===== config.mk =====
export PLATFORM = sky130hd
export DESIGN_NAME = alu_seq_control
export DESIGN_NICKNAME = d
export VERILOG_FILES = /design/src/rtl/alu_seq_control.sv
export SDC_FILE = /design/constraint.sdc
export NUM_CORES = 1
export LEC_CHECK = 0
export CELL_PAD_IN_SITES_DETAIL_PLACEMENT = 0
export CELL_PAD_IN_SITES_GLOBAL_PLACEMENT = 2
export CORE_AREA = 3 3 45 68
export DETAILED_ROUTE_END_ITERATION = 16
export DIE_AREA = 0 0 48 71
export PLACE_DENSITY = 0.78
export REMOVE_ABC_BUFFERS = 1
export SLEW_MARGIN = 20
export SYNTH_ARGS = -nofsm -noshare
export SYNTH_HDL_FRONTEND = slang
export SYNTH_SLANG_ARGS = --single-unit

===== constraint.sdc =====
create_clock -name i_clk -period 3.6 [get_ports i_clk]
set_input_delay 0.36 -clock i_clk [delete_from_list [all_inputs] [get_ports i_clk]]
set_output_delay 0.36 -clock i_clk [all_outputs]
set_load 0.005 [all_outputs]

===== src/rtl/alu_seq_control.sv =====
// rtl/alu_seq_control.sv - ALU control decode plus multi-cycle M-extension sequencer.
// Define ALU_SEQ_MDU_EN to enable the multiply/divide decode and FSM; otherwise f7=0000001 is illegal.
module alu_seq_control #(
  parameter int MUL_LAT = 4,
  parameter int DIV_LAT = 33
) (
  input  logic       i_clk,
  input  logic       i_rst,
  input  logic       i_valid,
  input  logic       i_flush,
  input  logic [2:0] i_ALUOp,
  input  logic [2:0] i_Funct3,
  input  logic [6:0] i_Funct7,
  output logic [3:0] o_ALUControlLines,
  output logic       o_mdu_start,
  output logic [2:0] o_mdu_op,
  output logic       o_stall,
  output logic       o_done,
  output logic       o_illegal
);

`ifdef ALU_SEQ_MDU_EN
  localparam logic MDU_EN = 1'b1;
`else
  localparam logic MDU_EN = 1'b0;
`endif

  localparam logic [3:0] ALU_ADD = 4'd0, ALU_SUB = 4'd1, ALU_SLL = 4'd2, ALU_SLT = 4'd3,
                         ALU_SLTU = 4'd4, ALU_XOR = 4'd5, ALU_SRL = 4'd6, ALU_SRA = 4'd7,
                         ALU_OR = 4'd8, ALU_AND = 4'd9, ALU_S1 = 4'd10;
  localparam logic [2:0] OP_MEM = 3'd0, OP_U = 3'd1, OP_S1 = 3'd2, OP_B = 3'd3,
                         OP_I = 3'd4, OP_R = 3'd5;
  localparam logic [6:0] F7_BASE = 7'b0000000, F7_ALT = 7'b0100000, F7_MDU = 7'b0000001;
  localparam logic [7:0] MUL_LOAD = 8'(MUL_LAT - 1);
  localparam logic [7:0] DIV_LOAD = 8'(DIV_LAT - 1);

  typedef enum logic [1:0] {IDLE, MUL, DIV, DONE} state_t;

  state_t     state, state_nxt;
  logic [7:0] count, count_nxt;
  logic [2:0] mdu_op_q;
  logic [3:0] dec_code;
  logic       dec_ill, dec_mop;
  logic       start, busy, done;

  function automatic logic [3:0] base_op(input logic [2:0] f3);
    case (f3)
      3'd0:    base_op = ALU_ADD;
      3'd1:    base_op = ALU_SLL;
      3'd2:    base_op = ALU_SLT;
      3'd3:    base_op = ALU_SLTU;
      3'd4:    base_op = ALU_XOR;
      3'd5:    base_op = ALU_SRL;
      3'd6:    base_op = ALU_OR;
      default: base_op = ALU_AND;
    endcase
  endfunction

  always_comb begin
    dec_code = ALU_ADD;
    dec_ill  = 1'b0;
    dec_mop  = 1'b0;
    case (i_ALUOp)
      OP_MEM, OP_U: dec_code = ALU_ADD;
      OP_S1:        dec_code = ALU_S1;
      OP_B: begin
        case (i_Funct3)
          3'd0, 3'd1: dec_code = ALU_SUB;
          3'd4, 3'd5: dec_code = ALU_SLT;
          3'd6, 3'd7: dec_code = ALU_SLTU;
          default:    dec_ill  = 1'b1;
        endcase
      end
      OP_I: begin
        if (i_Funct3 != 3'd5)        dec_code = base_op(i_Funct3);
        else if (i_Funct7 == F7_BASE) dec_code = ALU_SRL;
        else if (i_Funct7 == F7_ALT)  dec_code = ALU_SRA;
        else                          dec_ill  = 1'b1;
      end
      OP_R: begin
        if (i_Funct7 == F7_BASE)                        dec_code = base_op(i_Funct3);
        else if (i_Funct7 == F7_ALT && i_Funct3 == 3'd0) dec_code = ALU_SUB;
        else if (i_Funct7 == F7_ALT && i_Funct3 == 3'd5) dec_code = ALU_SRA;
        else if (i_Funct7 == F7_MDU && MDU_EN)           dec_mop  = 1'b1;
        else                                             dec_ill  = 1'b1;
      end
      default: dec_ill = 1'b1;
    endcase
  end

  always_comb begin
    state_nxt = state;
    count_nxt = count;
    start     = 1'b0;
    busy      = 1'b0;
    done      = 1'b0;
    case (state)
      IDLE: begin
        if (i_valid && dec_mop && !i_flush) begin
          start = 1'b1;
          busy  = 1'b1;
          // Funct3[2] splits MUL class (0..3) from DIV/REM class (4..7)
          if (i_Funct3[2]) begin
            state_nxt = DIV;
            count_nxt = DIV_LOAD;
          end else begin
            state_nxt = MUL;
            count_nxt = MUL_LOAD;
          end
        end
      end
      MUL, DIV: begin
        busy = 1'b1;
        if (count == 8'd0) state_nxt = DONE;
        else               count_nxt = count - 8'd1;
      end
      DONE: begin
        done      = 1'b1;
        state_nxt = IDLE;
      end
      default: state_nxt = IDLE;
    endcase
    if (i_flush) state_nxt = IDLE;
  end

  always_ff @(posedge i_clk) begin
    if (i_rst) begin
      state    <= IDLE;
      count    <= 8'd0;
      mdu_op_q <= 3'd0;
    end else begin
      state <= state_nxt;
      count <= count_nxt;
      if (start) mdu_op_q <= i_Funct3;
    end
  end

  assign o_ALUControlLines = (state == IDLE) ? dec_code : ALU_ADD;
  assign o_mdu_start       = start & ~i_rst;
  assign o_stall           = busy & ~i_rst;
  assign o_done            = done & ~i_rst;
  assign o_illegal         = i_valid & dec_ill & ~i_rst;
  assign o_mdu_op          = mdu_op_q;

endmodule


==> run metrics, run 1 <==
pwr dens=102 nW/um2; CP required=3240 ps; Final WS setup=647 ps; vias in the first global route=561; Slew @ Worst Pin=509 ps; final period utilization=0.820; Fin Setup TNS=0 ps; CP startpoint kind=input port; final-layout fill cell count=303; Mean Syn Cell Area=7.77 um2; CTS clk-pin slew, worst paths=0 ps; first-pass GRT wire length=2480 um; largest net degree at the start of global routing=15; outcome=completed; Worst Setup End Kind=output port; min Tclk post-route=2950 ps; critical path arrival=2590 ps; Initial Utilization=0.213; Regs by FF count=state x1; dpl hpwl=1200 um; maximum clock frequency=339 MHz; Biggest register=state; worst hold path class=reg -> out; worst vdd ir=0.0752 mV; post-synth top area share=0.0726; Mapped Cells=71; RSZ-0062 raised after global routing=false; Area Overhead vs Synth=28.3%; core outline area=2590 um2; hold buffers post-CTS=0; initial DRC count=12; initial antenna violation count=0; ANT cells=0; CTS-repair resized insts=0; number of flip-flops in the largest register=1; Slew Limit Fails=0; leading area contributor after synthesis=buf_12; number of distinct library cells after synthesis=38; Yosys warning count=0; fraction of layout cells with a size suffix above 1=0.102; synth top area cells=buf_12 7.3%, buf_4 6.8%, a21oi_1 6.3%, buf_6 6.1%, nand2b_1 5.7%; antenna-violating nets left=0; Die ar.=3410 um2; Die Span Y=71 um; asr flop ratio synth=0; worst-path maximum fanout=5; DR pass1 iterations=4; final setup fails=0; max_slew headroom=0.659; via count=575; DRT Wirelength=1430 um; Buffers on Ports=21; GRT Total Usage=0.0917; Top Ports=28; Routed WL per cell=12.6 um; WS Path Type=in -> out; Post-CTS Setup Bufs=0; Place WS=643 ps; sequential area share after synthesis=0.0363; row cnt=23; leakage=0.231 nW; Overflow after GRT=0; top_reg_cell synth=dfxtp_1; routability cong.=0.775; Remaining DRCs=0; register bit total from synthesis=1; critical path endpoint=o_illegal; Net count, final=108; Post-Synthesis Cell Area=552 um2; CP Launch Point=i_Funct7[1]; Post-synth EDFFs=0; Die X=48 um; post-DR vias/cell=5.09; Final Hold Viols=0; max cap viols=0
metal layers:
layer	wire, um	global-route usage
met1	557	0.111
met2	797	0.166
met3	54	0.00763
met4	17	0.0150
met5	0	0
cells by family (layout without fill, tap and decap cells):
kind of cell | after synthesis | after routing | share of synthesized area
and+or+nand+nor | 32 | 32 | 0.370
AOI/OAI and AO/OA | 23 | 23 | 0.324
buffers and inverters | 11 | 23 | 0.209
xor gates and xnor gates | 2 | 2 | 0.0318
adders and majority gates | 1 | 1 | 0.0227
other | 1 | 6 | 0.00680
DFF | 1 | 1 | 0.0363
worst max-delay path, cell delays in order:
cell	delay, ps
clkdlybuf4s50_1	400
or4_4	590
nor3_1	380
a21oi_1	160
o31a_1	260
clkdlybuf4s50_1	440
cells in the final DEF (no fill, tap or decap), types with 2 or more instances in the layout:
| master | n |
|---|---|
| nand4b_1 | 2 |
| conb_1 | 6 |
| nor2_1 | 4 |
| nor4_1 | 2 |
| and2b_2 | 2 |
| a21oi_1 | 7 |
| clkdlybuf4s50_1 | 21 |
| o21ai_0 | 3 |
| nand2_1 | 3 |
| nor2b_1 | 5 |
| xnor2_1 | 2 |
| nor3_1 | 2 |
| nand2b_1 | 5 |
synth_stat cells (all sizes together), types with 2 or more instances:
library cell / count
a21oi: 7
a2111oi: 2
nor3: 2
or4: 2
and2b: 2
xnor2: 2
nor4: 2
o31ai: 2
o211ai: 2
nor2b: 5
nand4b: 2
buf: 10
nand2b: 5
nand2: 3
o21ai: 4
nor2: 4
through the flow:
step	instance area [um2]	utilization	power, mW	hold slack (ps)	instances
after floorplan	459	-	0.0363	750	66
after global placement	708	0.273	0.0730	1210	113
after detailed placement	708	0.273	0.0727	1210	113
final	708	0.273	0.0725	1210	113
after CTS	708	0.273	0.0730	1210	113
after global routing	708	0.273	0.0800	1240	113
where the power goes:
group / switching (mW) / leakage [nW] / internal, mW / total, mW
Clock: 0 / 0 / 0 / 0
Combinational: 0.0286 / 0.223 / 0.0317 / 0.0603
Sequential: 0.000249 / 0.00844 / 0.0119 / 0.0122
Total: 0.0288 / 0.231 / 0.0437 / 0.0725
worst min-delay path by stage:
stage | depth (start not counted) | to | start | slack [ps]
6_report | 2 | o_done | state[0]$_SDFFE_PP0P_ | 1210
4_1_cts | 2 | o_done | state[0]$_SDFFE_PP0P_ | 1210
3_5_place_dp | 2 | o_done | state[0]$_SDFFE_PP0P_ | 1210
2_1_floorplan | 1 | o_done | i_rst | 750
3_3_place_gp | 2 | o_done | state[0]$_SDFFE_PP0P_ | 1210
5_1_grt | 2 | o_done | state[0]$_SDFFE_PP0P_ | 1240
cell type report:
| type | instances | area [um2] | area share |
|---|---|---|---|
| Inverter | 1 | 3.75 | 0.00530 |
| Multi-Input combinational cell | 64 | 435 | 0.615 |
| Sequential cell | 1 | 20.0 | 0.0283 |
| Tap cell | 25 | 31.3 | 0.0442 |
| Timing Repair Buffer | 22 | 218 | 0.307 |
Power figures use the tool's default switching activity.
==> run 2: changes to the inputs <==
CORE_AREA = 3 3 47 71   (was 3 3 45 68)
DIE_AREA = 0 0 50 74   (was 0 0 48 71)
PLACE_DENSITY = 0.72   (was 0.78)
clock period = 3 ns   (was 3.6 ns; I/O delays follow)
==> run 2 against run 1 <==
  * Setup slack got worse by 450 ps
  * Critical path type unchanged
  * Critical path depth did not move
  * Die area rose by 8.6%
  * Sequential power rose by 20%
  * First-iteration DRC count fell by 33%
  * Critical endpoint is now o_ALUControlLines[2]
  * Largest power group unchanged
==> run metrics, run 2 (synthesis gave the netlist of run 1 again) <==
vias in the first global route=565; commonest non-fill, non-tap cell in the layout=clkdlybuf4s50_1; Cell Count Post-Placement=132; pwr dens=120 nW/um2; via count=583; most used cell along the critical path=clkdlybuf4s50_1; RSZ-0062 raised after global routing=false; post-DR vias/cell=4.42; max cap viols=0; Die Span Y=74 um; worst hold path class=reg -> out; commonest non-fill, non-tap cells in the layout=21 x clkdlybuf4s50_1, 7 x a21oi_1, 6 x conb_1, 6 x buf_4; Slew Limit Fails=0; DRT Wirelength=1470 um; Die X=50 um; final setup fails=0; largest net degree at the start of global routing=14; GRT Total Usage=0.0821; CP delay by family, top=buffers and inverters; CTS clk-pin slew, worst paths=0 ps; maximum clock frequency=357 MHz; Regs by FF count=state x1; initial DRC count=8; Remaining DRCs=0; fin cells=132; Slowest cell on crit path=or4b_1; Area Overhead vs Synth=38.5%; max incr delay on CP=610 ps; worst vdd ir=0.0696 mV; ANT cells=0; final period utilization=0.934; Initial Utilization=0.193; critical path arrival=2500 ps; WS Path Type=in -> out; worst path cell trace=clkdlybuf4s50_1, or4b_1, a2111oi_1, o211ai_1, o31ai_2, clkdlybuf4s50_1; Buffers on Ports=21; number of flip-flops in the largest register=1; core outline area=2850 um2; worst-path maximum fanout=7; min Tclk post-route=2800 ps; Final Hold Viols=0; row cnt=24; Biggest register=state; initial antenna violation count=0; Top Ports=28; dpl hpwl=1250 um; leakage=0.256 nW; Fin Setup TNS=0 ps; WHS=1150 ps; fraction of layout cells with a size suffix above 1=0.151; Net count, final=113; antenna-violating nets left=0; outcome=completed; Worst Setup End Kind=output port; CP startpoint kind=input port; Routed WL per cell=11.1 um; first-pass GRT wire length=2530 um; routability cong.=0.755; Overflow after GRT=0; final core occ=0.268; CP required=2700 ps; DR pass1 iterations=4; Die ar.=3700 um2; Worst Path Buf+Inv=2
-- run 2: stage by stage --
| stage | total power, mW | setup WS, ps | area (um2) |
|---|---|---|---|
| after floorplan | 0.0435 | 1170 | 459 |
| after global placement | 0.0918 | 144 | 763 |
| after detailed placement | 0.0914 | 161 | 763 |
| after CTS | 0.0917 | 161 | 763 |
| after global routing | 0.0997 | 49.6 | 764 |
| final | 0.0916 | 197 | 764 |
-- run 2: repair_timing --
item / in CTS / in global routing
setup buffers: 0 / 0
hold endpoints to repair: 0 / 0
endpoints found under the setup margin: 0 / 1
gates resized for setup: 0 / 1
hold buffers: 0 / 0
-- run 2: cell type report --
type | instances | area [um2]
sequential | 1 | 20.0
multi-input combinational | 64 | 437
inverter | 1 | 3.75
fill | 325 | 2090
timing repair buffer | 27 | 255
tap | 39 | 48.8
-- run 2: path summary, 6_finish.rpt --
check	start	end	slack, ps	depth (start not counted)
setup / recovery	i_ALUOp[1]	o_ALUControlLines[2]	200	6
hold / removal	state[0]$_SDFFE_PP0P_	o_done	1150	2
-- run 2: layer usage --
metal  GRT usage  up-vias  part of all wire
met5           0        -                 0
met4           0        0                 0
met3     0.00200        0             0.035
met2       0.167       17              0.57
met1      0.0992      268              0.40
li1            -      298                 -
-- run 2: power by group --
| part | total [mW] | internal (mW) | leakage (nW) | switching, mW |
|---|---|---|---|---|
| clock | 0 | 0 | 0 | 0 |
| combinational | 0.0769 | 0.0416 | 0.247 | 0.0353 |
| sequential | 0.0147 | 0.0143 | 0.00844 | 0.000344 |
